--- src/rtl/booth_mac_sequencer.sv ---
// -----------------------------------------------------------------------------
// booth_mac_sequencer
//
// Purpose:
//   Sits between an operand source and the 8x8 signed Booth multiplier
//   (booth_multiplication). Each accepted operand pair is issued to the
//   multiplier. When the product is ready it is sign-extended and added into a
//   signed accumulator. The pair flagged in_last closes the sequence: the
//   accumulated dot product is presented on acc_out with a one-cycle
//   acc_valid pulse, and the accumulator restarts from zero.
//
// Ports:
//   clk          in   1      system clock, rising edge
//   rst          in   1      asynchronous, active-high reset
//   in_valid     in   1      operand pair valid
//   in_ready     out  1      sequencer can accept a pair (IDLE only)
//   in_a         in   8      signed multiplicand
//   in_b         in   8      signed multiplier
//   in_last      in   1      pair is the final one of the current sequence
//   mul_a        out  8      operand a to the multiplier (held while issued)
//   mul_b        out  8      operand b to the multiplier (held while issued)
//   mul_start    out  1      start request to the multiplier
//   mul_busy     in   1      multiplier busy
//   mul_ab       in   16     signed product from the multiplier
//   acc_out      out  ACC_W  accumulated result, held between results
//   acc_valid    out  1      one-cycle pulse, acc_out carries a new result
//   overflow     out  1      sticky for the current sequence, accumulator wrapped
//   timeout_err  out  1      one-cycle pulse, the multiplier never went busy
//
// Parameters:
//   ACC_W         accumulator/result width (signed, >= 16)
//   BUSY_TIMEOUT  cycles spent in ISSUE waiting for mul_busy before the pair
//                 is abandoned
// -----------------------------------------------------------------------------
module booth_mac_sequencer #(
   parameter int ACC_W        = 24,
   parameter int BUSY_TIMEOUT = 64
) (
   input  logic             clk,
   input  logic             rst,
   input  logic             in_valid,
   output logic             in_ready,
   input  logic [7:0]       in_a,
   input  logic [7:0]       in_b,
   input  logic             in_last,
   output logic [7:0]       mul_a,
   output logic [7:0]       mul_b,
   output logic             mul_start,
   input  logic             mul_busy,
   input  logic [15:0]      mul_ab,
   output logic [ACC_W-1:0] acc_out,
   output logic             acc_valid,
   output logic             overflow,
   output logic             timeout_err
);

   // Timer only has to reach BUSY_TIMEOUT-1; keep at least one bit.
   localparam int TMR_W = (BUSY_TIMEOUT > 1) ? $clog2(BUSY_TIMEOUT) : 1;

   typedef enum logic [2:0] {
      S_IDLE  = 3'd0,
      S_ISSUE = 3'd1,
      S_WAIT  = 3'd2,
      S_ACC   = 3'd3,
      S_DONE  = 3'd4
   } state_t;

   // ---------------------------------------------------------------------------
   // Registers
   // ---------------------------------------------------------------------------
   state_t                   r_state;
   logic [7:0]               r_mul_a;
   logic [7:0]               r_mul_b;
   logic                     r_last;
   logic signed [ACC_W-1:0]  r_acc;
   logic [ACC_W-1:0]         r_acc_out;
   logic                     r_overflow;
   logic                     r_timeout_err;
   logic [TMR_W-1:0]         r_timer;
   // High until the first pair of a sequence has been accepted; that
   // acceptance is what clears the sticky overflow of the previous sequence.
   logic                     r_new_seq;

   // ---------------------------------------------------------------------------
   // Combinational signals
   // ---------------------------------------------------------------------------
   state_t                   w_next;
   logic                     w_in_ready;
   logic                     w_mul_start;
   logic                     w_acc_valid;
   logic                     w_fire;
   logic                     w_timeout;
   logic                     w_timer_exp;
   logic signed [ACC_W-1:0]  w_ext;
   logic signed [ACC_W-1:0]  w_sum;
   logic                     w_add_ovf;

   // Handshake: a pair moves from the source into the sequencer on a rising
   // edge where in_valid=1 and in_ready=1. in_ready is asserted only in IDLE
   // and does not depend on in_valid. A source holding in_valid high while
   // in_ready is low keeps its pair; nothing is sampled outside IDLE.
   assign w_fire = (r_state == S_IDLE) && in_valid;

   // ISSUE lasts at most BUSY_TIMEOUT cycles: the timer reads 0 in the first
   // ISSUE cycle and BUSY_TIMEOUT-1 in the last one.
   assign w_timer_exp = (r_timer == TMR_W'(BUSY_TIMEOUT - 1));

   // Products span -16256..+16384, so the 16-bit value must be sign-extended
   // before it joins the wider accumulator.
   assign w_ext = ACC_W'($signed(mul_ab));
   assign w_sum = r_acc + w_ext;

   // Two's-complement add overflows only when both addends share a sign and
   // the wrapped sum does not.
   assign w_add_ovf = (r_acc[ACC_W-1] == w_ext[ACC_W-1]) &&
                      (w_sum[ACC_W-1] != r_acc[ACC_W-1]);

   // ---------------------------------------------------------------------------
   // Next-state and Moore outputs
   // ---------------------------------------------------------------------------
   always_comb begin
      w_next      = r_state;
      w_in_ready  = 1'b0;
      w_mul_start = 1'b0;
      w_acc_valid = 1'b0;
      w_timeout   = 1'b0;
      case (r_state)
         S_IDLE: begin
            w_in_ready = 1'b1;
            if (in_valid) begin
               w_next = S_ISSUE;
            end
         end
         S_ISSUE: begin
            w_mul_start = 1'b1;
            if (mul_busy) begin
               // Also covers a multiplier that is already busy on entry.
               w_next = S_WAIT;
            end else if (w_timer_exp) begin
               // Pair abandoned: no accumulate, its last flag is ignored.
               w_timeout = 1'b1;
               w_next    = S_IDLE;
            end
         end
         S_WAIT: begin
            if (!mul_busy) begin
               w_next = S_ACC;
            end
         end
         S_ACC: begin
            w_next = r_last ? S_DONE : S_IDLE;
         end
         S_DONE: begin
            w_acc_valid = 1'b1;
            w_next      = S_IDLE;
         end
         default: begin
            w_next = S_IDLE;
         end
      endcase
   end

   // ---------------------------------------------------------------------------
   // State and datapath registers
   // ---------------------------------------------------------------------------
   always_ff @(posedge clk or posedge rst) begin
      if (rst) begin
         r_state       <= S_IDLE;
         r_mul_a       <= 8'd0;
         r_mul_b       <= 8'd0;
         r_last        <= 1'b0;
         r_acc         <= '0;
         r_acc_out     <= '0;
         r_overflow    <= 1'b0;
         r_timeout_err <= 1'b0;
         r_timer       <= '0;
         r_new_seq     <= 1'b1;
      end else begin
         r_state       <= w_next;
         r_timeout_err <= w_timeout;

         // Operands and last flag are captured only at the transfer and then
         // held, so the multiplier sees stable inputs for the whole pair.
         if (w_fire) begin
            r_mul_a <= in_a;
            r_mul_b <= in_b;
            r_last  <= in_last;
            if (r_new_seq) begin
               r_overflow <= 1'b0;
               r_new_seq  <= 1'b0;
            end
         end

         if (r_state == S_ISSUE) begin
            r_timer <= r_timer + 1'b1;
         end else begin
            r_timer <= '0;
         end

         if (r_state == S_ACC) begin
            r_acc <= w_sum;
            if (w_add_ovf) begin
               r_overflow <= 1'b1;
            end
            // Loading the result here lets acc_out and acc_valid line up in
            // the DONE cycle; acc_out then holds until the next result.
            if (r_last) begin
               r_acc_out <= w_sum;
            end
         end

         if (r_state == S_DONE) begin
            r_acc     <= '0;
            r_new_seq <= 1'b1;
         end
      end
   end

   // ---------------------------------------------------------------------------
   // Outputs
   // ---------------------------------------------------------------------------
   assign in_ready    = w_in_ready;
   assign mul_start   = w_mul_start;
   assign mul_a       = r_mul_a;
   assign mul_b       = r_mul_b;
   assign acc_out     = r_acc_out;
   assign acc_valid   = w_acc_valid;
   assign overflow    = r_overflow;
   assign timeout_err = r_timeout_err;

endmodule

--- config.mk ---
export PLATFORM = sky130hd
export DESIGN_NAME = booth_mac_sequencer
export DESIGN_NICKNAME = d
export VERILOG_FILES = /design/src/rtl/booth_mac_sequencer.sv
export SDC_FILE = /design/constraint.sdc
export NUM_CORES = 1
export LEC_CHECK = 0
export BUFFER_PORTS_ARGS = -buffer_cell sky130_fd_sc_hd__buf_4
export CAP_MARGIN = 20
export CORE_UTILIZATION = 50
export DETAILED_ROUTE_END_ITERATION = 10
export HOLD_SLACK_MARGIN = 0.02
export PLACE_DENSITY_LB_ADDON = 0.1
export SLEW_MARGIN = 20
export SYNTH_ARGS = -nofsm -noshare
export SYNTH_HDL_FRONTEND = slang
export SYNTH_SLANG_ARGS = --single-unit
export TNS_END_PERCENT = 1
--- constraint.sdc ---
create_clock -name clk -period 3.6 [get_ports clk]
set_clock_uncertainty 0.05 [all_clocks]
set_input_delay 0.72 -clock clk [delete_from_list [all_inputs] [get_ports clk]]
set_output_delay 0.72 -clock clk [all_outputs]
set_load 0.02 [all_outputs]
==> results of run 1 <==
## layer usage
layer | track usage | vias to the layer above
met5 | 0 | -
met4 | 0.06923 | 0
met3 | 0.05501 | 10
met2 | 0.3636 | 77
met1 | 0.2984 | 1519
li1 | - | 1600
## cells by family (layout without fill, tap and decap cells)
kind of cell / Yosys count / after routing
muxes: 23 / 23
and+or+nand+nor: 122 / 122
xor gates and xnor gates: 22 / 22
DFF: 77 / 77
adders and majority gates: 25 / 25
AOI/OAI and AO/OA: 112 / 112
buffers and inverters: 27 / 111
## flip-flops by register name (all words and copies together), names as in the netlist
signal,flops
r_state,3
r_timer,6
mul_b,8
r_new_seq,1
r_last,1
mul_a,8
acc_out,24
overflow,1
r_acc,24
timeout_err,1
## where the power goes
| group | total, W | switching (W) | internal [W] |
|---|---|---|---|
| combinational | 0.00260 | 0.00147 | 0.00113 |
| clock | 0.000579 | 0.000316 | 0.000263 |
| sequential | 0.00150 | 0.000234 | 0.00127 |
| total | 0.00468 | 0.00202 | 0.00266 |
## cell usage in the layout (no fill, tap or decap), drive strengths merged, types with 11 or more instances in the layout
master / Yosys / routed
o21ai: 48 / 48
dfrtp: 76 / 76
nor2: 19 / 19
clkbuf: 12 / 11
xnor2: 11 / 11
inv: 12 / 12
nand2: 62 / 62
ha: 24 / 24
mux2: 21 / 21
a21oi: 23 / 23
buf: 3 / 84
## final timing paths
kind,startpoint,to,slack [ps]
min,r_timer[0]$_DFF_PP0_,r_timer[0]$_DFF_PP0_,430
max reg2reg,r_acc[0]$_DFFE_PP0P_,r_acc[18]$_DFFE_PP0P_,910
max in group asynchronous,rst,r_acc[4]$_DFFE_PP0P_,2200
max,mul_ab[0],r_acc[18]$_DFFE_PP0P_,820
min in group asynchronous,rst,acc_out[2]$_DFFE_PP0P_,460
min reg2reg,r_timer[0]$_DFF_PP0_,r_timer[0]$_DFF_PP0_,430
## stage by stage
| step | utilization | area (um2) |
|---|---|---|
| after floorplan | - | 4108 |
| after global placement | 0.6121 | 4803 |
| after detailed placement | 0.6121 | 4803 |
| after CTS | 0.6333 | 4970 |
| after global routing | 0.6339 | 4975 |
| final | 0.6339 | 4975 |
## worst max-delay path, delay by kind of cell
family / cells / cell delay (ps)
xor+xnor: 1 / 220
compound gates: 6 / 1290
buf+inv: 1 / 110
fa+ha+maj: 2 / 610
## area by class of cell
type | instances | area share
multi-input cells | 304 | 0.4175
flip-flops and latches | 77 | 0.3876
repair buffers | 84 | 0.1268
clock buffers | 11 | 0.02842
well taps | 102 | 0.02565
inverters | 12 | 0.009054
clock inverters | 4 | 0.005030
==> flow_summary.ini, run 1 <==
[synthesis]
syn_area_um2 = 4108
synth_top_family_by_area = compound AO/OA/AOI/OAI gates
synth_area_per_cell_um2 = 10.07
yosysTopAreaCell = dfrtp_1
ys_seq_elements = 77
synthTopCellsByCount = dfrtp_1 (76), nand2_1 (62), o21ai_0 (47)
synth_top_area_frac = 0.4630
synth.net_count = 470
async_flop_share = 1.000
synth_edf_count = 0
synth-simple-area-share = 0.1355
synth_area_leaders = dfrtp_1 (46%), ha_1 (7.3%), mux2_2 (5.8%), o21ai_0 (5.7%), nand2_1 (5.7%)
syn_inst = 408
synth_cell_type_count = 54
synth_compound_area_frac = 0.1776
ys.flop_type = dfrtp_1
synthAdderAreaFrac = 0.07798
synth_mux_area_frac = 0.06244
synth.most_common_cell = dfrtp_1
yosys_warnings = 0
synth-xor-area-share = 0.05026
synth_sequential_area_ratio = 0.4694

[sta]
finalCritPeriodShare = 0.7729
fin_crit_ps = 2782
whs_ps = 430.3
finalSetupViolations = 0
fin_ws_ps = 817.6
setup-tns-final_ps = 0
slew_viol_final = 0
rsz0062_at_grt = false
final-hold-violation-count = 0
tightest_slew_ps = 815.2
fmax_mhz = 359.4
slew_headroom = 0.4557

[layout]
drive_above_1_share = 0.2744
diodes = 0
fin_nets = 550
regArea_um2 = 1928
stdcell_count = 594
nFillCells = 656
syn_to_final_growth_pct = 21.11
multiInputGateArea_um2 = 2077

[drt]
wl_met2_mm = 4.095
highest_layer = met4
wl_met1_mm = 4.276
dr_wl_met3_um = 479
drtIter0Drc = 102
post_drt_wl_per_cell_um = 15.10
routed_via_density = 5.397
dr.pass1.iters = 4
drtAntennaViolNets = 0
drt-total-wl_mm = 8.969
drc = 0
routed-via-count = 3206

[cts]
cts_tree = done
cts_sinks = 77
cts.repair.resized = 0
clock-root-buffer = clkbuf_8
numCtsBuffers = 9
clk_path_buf_depth = 2
cts_setup_buffers = 0
cts.clk_slew.worst_paths_ps = 80
cts_hold_buf = 0
clkLatencyLatePin_ps = 360
ctsHtreeMaxLevel = 3

[global_route]
grt_usage = 0.2247
grt_pass1_wl_mm = 15.00
gr-total-overflow = 0
grt_max_degree = 38
grt_pass1_vias = 3183
antenna_found_initial = 0

[flow_run]
max_cap_viol_count = 0

[placed_design]
finalWeightedCongestion = 0.8990
dp_hpwl_mm = 6.693
placedCellCount = 579
port_buffers = 81
post-place-ws_ps = 456.8

[worst_hold_path]
min_path_cells = 1
hold_class = reg -> reg

[floorplanning]
initial_utilization = 0.5234
io_pins = 82
die_h_um = 92.64
rows = 32
design.core.area_um2 = 7848
die_x_um = 92.64
die_area_um2 = 8582

[worst_setup_path]
worstSetupPathType = in -> reg
cp_max_fo = 3
worstSetupEndpointType = flip-flop
max_stage_delay_ps = 400
start_kind = input port
worstPathArrival_ps = 2960
crit_path_cell_trace = buf_4, ha_1, fa_1, a21o_1, a21boi_0, o211ai_1, a21bo_2, a31oi_1, xor2_1, o21ai_0
crit_slowest_cell = fa_1
required_ps = 3770
r2r_cells = 9

[outcome]
outcome = complete, no violations

[power_and_ir_drop]
ir_worst_vdd_v = 0.0003996
power_leakage_nw = 2.424
total_power_w = 0.004680
power_density_nw_per_um2 = 940.7
Power figures use the tool's default switching activity.
==> run 2: changes to the inputs <==
clock period = 2.48 ns   (was 3.6 ns; I/O delays follow)
==> run 2 against run 1 <==
Die area unchanged. Worst setup slack worse by 790 ps. Non-clock buffer count up 48. Sequential power up 47%. Routed wire length up 7.5%. Clock power up 87%. Flip-flop and latch count unchanged. Critical endpoint is now acc_out[23]$_DFFE_PP0P_. Highest routed layer unchanged.
==> flow_summary.ini, run 2 (same netlist as run 1, synthesis figures left out) <==
[outcome]
outcome = complete, no violations

[worst_setup_path]
r2r_cells = 8
crit_start = r_acc[18]$_DFFE_PP0P_
regToRegSetupSlack_ps = 20
critPathCapture = acc_out[23]$_DFFE_PP0P_
reg2reg_to = acc_out[23]$_DFFE_PP0P_
worstPathArrival_ps = 2660
crit_buf_inv = 0
worstSetupPathType = reg -> reg
worstSetupEndpointType = flip-flop
r2r_start = r_acc[18]$_DFFE_PP0P_
critical-path-top-delay-family = compound AO/OA/AOI/OAI gates
cp_max_fo = 3
cp.depth = 8
required_ps = 2680
max_stage_delay_ps = 400
start_kind = flip-flop
crit_slowest_cell = dfrtp_1
crit_path_cell_trace = ha_1, a21o_1, o21ba_2, o21ai_1, a221o_1, nor2_2, xnor3_1, mux2_2

[placed_design]
place_area_um2 = 5177
finalWeightedCongestion = 0.8464
port_buffers = 81
placedCellCount = 627
dp_hpwl_mm = 6.939
post-place-ws_ps = -273.1

[drt]
drt-total-wl_mm = 9.644
drtAntennaViolNets = 0
routed_via_density = 5.280
routed-via-count = 3395
drtIter0Drc = 165
drc = 0
dr.pass1.iters = 4
post_drt_wl_per_cell_um = 15.00

[global_route]
grt_pass1_vias = 3431
grt_use_met3 = 0.04844
grt_pass1_wl_mm = 16.15
grt-busiest-layer = met2
grt_usage = 0.2394
grt_max_degree = 78
grt_use_met1 = 0.3233
gr-total-overflow = 0
antenna_found_initial = 0
global_route.usage.met2 = 0.3932

[power_and_ir_drop]
ir_worst_vdd_v = 0.0006583
total_power_w = 0.007679
power_leakage_nw = 2.688
power_density_nw_per_um2 = 1399

[floorplanning]
initial_utilization = 0.5234
die_h_um = 92.64
design.core.area_um2 = 7848
io_pins = 82
rows = 32
die_x_um = 92.64
die_area_um2 = 8582

[sta]
fmax_mhz = 407.2
fin_crit_ps = 2456
tightest_slew_ps = 449.4
final-hold-violation-count = 0
finalCritPeriodShare = 0.9902
slew_headroom = 0.7004
fin_ws_ps = 24.31
finalSetupViolations = 0
slew_viol_final = 0
rsz0062_at_grt = true

[cts]
numCtsBuffers = 9
clkLatencyLatePin_ps = 360
clock-root-buffer = clkbuf_8
clk_path_buf_depth = 2
ctsHtreeMaxLevel = 3
cts_sinks = 77
cts_tree = done
cts.clk_slew.worst_paths_ps = 90

[layout]
final_util = 0.6995
design_area_um2 = 5489
drive_above_1_share = 0.3660
diodes = 0
mostFrequentLayoutCell = buf_4
syn_to_final_growth_pct = 33.63
layout_common_cells = buf_4 (131), dfrtp_1 (76), nand2_1 (61)
stdcell_count = 643
fin_nets = 598

[worst_hold_path]
hold_class = in -> async

[flow_run]
max_cap_viol_count = 0
run 2: worst min-delay path by stage:
stage,slack (ps),depth (start not counted),startpoint,endpoint
after floorplan,400,1,r_timer[0]$_DFF_PP0_,r_timer[0]$_DFF_PP0_
after global placement,420,2,acc_out[4]$_DFFE_PP0P_,acc_out[4]$_DFFE_PP0P_
after detailed placement,420,2,acc_out[8]$_DFFE_PP0P_,acc_out[8]$_DFFE_PP0P_
after CTS,210,3,rst,r_acc[8]$_DFFE_PP0P_
after global routing,220,3,rst,mul_a[7]$_DFFE_PP0P_
final,180,3,rst,mul_a[7]$_DFFE_PP0P_
run 2: cell type report:
type	instances	area, um2
inverter	12	48.80
sequential	77	1928
timing repair buffer	132	1003
clock inverter	7	97.59
multi-input combinational	304	2160
tap	102	127.6
fill	650	2359
clock buffer	9	123.9
run 2: stage by stage:
step / TNS [ps] / hold slack (ps)
after floorplan: -51.58 / 397.9
after global placement: -3614 / 416.7
after detailed placement: -4530 / 422.3
after CTS: 0 / 211.5
after global routing: -296.2 / 218.7
final: 0 / 181.7
run 2: repair_timing:
action | 4_1_cts | 5_1_grt
resized for setup | 2 | 18
hold endpoints to repair | 0 | 0
buffers inserted | 0 | 0
pin swaps | 4 | 7
hold buffers | 0 | 0
endpoints found under the setup margin | 5 | 25
run 2: worst min-delay path, stage by stage:
cell and delay (ps):
buf_4 120, clkinvlp_4 70, buf_12 330
run 2: power by group:
group	internal [W]	switching [W]	leakage (nW)
clock	0.000574	0.000502	0.112
combinational	0.00207	0.00233	1.63
sequential	0.00184	0.000354	0.944
total	0.00449	0.00319	2.69
run 2: metal layers:
metal  vias to the layer above  wire length, um  part of all wire
li1                       1697                -                 -
met1                      1583             4577              0.47
met2                       106             4467              0.46
met3                         9              504             0.052
met4                         0               95            0.0099
met5                         -                0                 0
==> run 3: changes to the inputs <==
CORE_ASPECT_RATIO = 2   (was unset)
clock period = 3.1 ns   (was 2.48 ns; I/O delays follow)
==> run 3 against run 2 <==
Critical path depth increased by 1. Largest power group unchanged. Critical endpoint is now acc_out[18]$_DFFE_PP0P_. First-iteration DRC count up 11%. Global-route usage increased by 2.6 points.
==> flow_summary.ini, run 3 (same netlist as run 1, synthesis figures left out) <==
[worst_hold_path]
hold_class = in -> async

[drt]
drtAntennaViolNets = 0
drc = 0
drt-total-wl_mm = 10.44
post_drt_wl_per_cell_um = 17.46
routed-via-count = 3357
routed_via_density = 5.614
dr.pass1.iters = 4
drtIter0Drc = 183

[layout]
fin_nets = 559
layout_common_cells = buf_4 (92), dfrtp_1 (76), nand2_1 (62)
regArea_um2 = 1928
drive_above_1_share = 0.2869
diodes = 0
mostFrequentLayoutCell = buf_4
multiInputGateArea_um2 = 2069
nFillCells = 695
syn_to_final_growth_pct = 25.98

[worst_setup_path]
crit_slowest_cell = fa_1
crit_path_cell_trace = ha_1, fa_1, a21o_1, a21boi_0, o211ai_1, a21bo_2, a31oi_1, xor2_1, o21ai_0
reg2reg_to = acc_out[18]$_DFFE_PP0P_
max_stage_delay_ps = 440
crit_start = r_acc[0]$_DFFE_PP0P_
worstPathArrival_ps = 2760
r2r_start = r_acc[0]$_DFFE_PP0P_
cp_max_fo = 3
worstSetupEndpointType = flip-flop
regToRegSetupSlack_ps = 480
required_ps = 3250
critPathCapture = acc_out[18]$_DFFE_PP0P_
r2r_cells = 9
start_kind = flip-flop
worstSetupPathType = reg -> reg

[cts]
numCtsBuffers = 9
cts_sinks = 77
cts.clk_slew.worst_paths_ps = 60
clkLatencyLatePin_ps = 340
cts_tree = done
cts_setup_buffers = 0
ctsHtreeMaxLevel = 3
clk_path_buf_depth = 2
cts_hold_buf = 0
cts.repair.resized = 0
clock-root-buffer = clkbuf_16

[global_route]
grt_max_degree = 49
antenna_found_initial = 0
gr-total-overflow = 0
grt_usage = 0.2658
grt_pass1_vias = 3395
grt_pass1_wl_mm = 16.54

[floorplanning]
design.core.area_um2 = 7943
initial_utilization = 0.5172
die_x_um = 66.09
rows = 46
die_h_um = 130.2
die_area_um2 = 8604
io_pins = 82

[sta]
finalSetupViolations = 0
slew_headroom = 0.4141
setup-tns-final_ps = 0
finalCritPeriodShare = 0.8437
slew_viol_final = 0
tightest_slew_ps = 878.9
rsz0062_at_grt = false
fmax_mhz = 382.3
final-hold-violation-count = 0
fin_crit_ps = 2616

[power_and_ir_drop]
clkPwrFrac = 0.177
p_int_w = 0.003491
total_power_w = 0.005997
p_sw_frac = 0.4179
p_switching_w = 0.002506
ir_worst_vdd_v = 0.0006171
power_leakage_nw = 2.524
power_density_nw_per_um2 = 1159
p_comb_frac = 0.528
power_frac_seq = 0.295

[placed_design]
dp_hpwl_mm = 7.671
port_buffers = 81
finalWeightedCongestion = 0.9803

[outcome]
outcome = complete, no violations

[flow_run]
max_cap_viol_count = 0
==> run 3: power by group through the flow <==
| stage | combinational, W | sequential, W | clock, W |
|---|---|---|---|
| after floorplan | 0.00178 | 0.00206 | 0 |
| after global placement | 0.00313 | 0.00177 | 0 |
| after detailed placement | 0.00317 | 0.00179 | 0 |
| after CTS | 0.00320 | 0.00177 | 0.00108 |
| after global routing | 0.00348 | 0.00183 | 0.00113 |
| final | 0.00317 | 0.00177 | 0.00106 |
==> run 3: worst min path at each step <==
stage                      startpoint                     end  slack [ps]  depth (start not counted)
2_1_floorplan    r_timer[0]$_DFF_PP0_    r_timer[0]$_DFF_PP0_         400                          1
3_3_place_gp   acc_out[4]$_DFFE_PP0P_  acc_out[4]$_DFFE_PP0P_         410                          2
3_5_place_dp   acc_out[9]$_DFFE_PP0P_  acc_out[9]$_DFFE_PP0P_         420                          2
4_1_cts                           rst    mul_a[1]$_DFFE_PP0P_         380                          2
5_1_grt                           rst    mul_a[1]$_DFFE_PP0P_         410                          2
6_report                          rst    mul_a[1]$_DFFE_PP0P_         350                          2
==> run 3: cell type report <==
cell class / count / share of cell area
multi-input cells: 304 / 0.3999
inverters: 12 / 0.008704
well taps: 96 / 0.02321
clock inverters: 6 / 0.01402
flip-flops and latches: 77 / 0.3726
clock buffers: 10 / 0.04425
repair buffers: 93 / 0.1373
==> run 3: metal layers <==
metal  wire length [um]  vias to the layer above  track usage  part of all wire
li1                   -                     1625            -                 -
met1               3588                     1612       0.2571              0.34
met2               6035                       94       0.5138              0.58
met3                434                       26      0.05507             0.042
met4                384                        0       0.1227             0.037
met5                  0                        -            0                 0
==> run 3: per-stage QoR <==
stage	hold slack [ps]	setup slack, ps	instances	util	area (um2)
2_1_floorplan	397.9	465.0	408	-	4108
3_3_place_gp	414.8	178.2	582	0.6136	4873
3_5_place_dp	419.4	172.5	582	0.6136	4873
4_1_cts	377.5	475.8	598	0.6515	5175
5_1_grt	414.6	352.9	598	0.6515	5175
6_report	354.3	484.4	598	0.6515	5175
==> run 3: critical path, delay by kind of cell (launching register included) <==
| kind | cells | cell delay, ps |
|---|---|---|
| AOI/OAI and AO/OA | 6 | 1180 |
| adders and majority gates | 2 | 650 |
| DFF | 1 | 390 |
| xor gates and xnor gates | 1 | 190 |
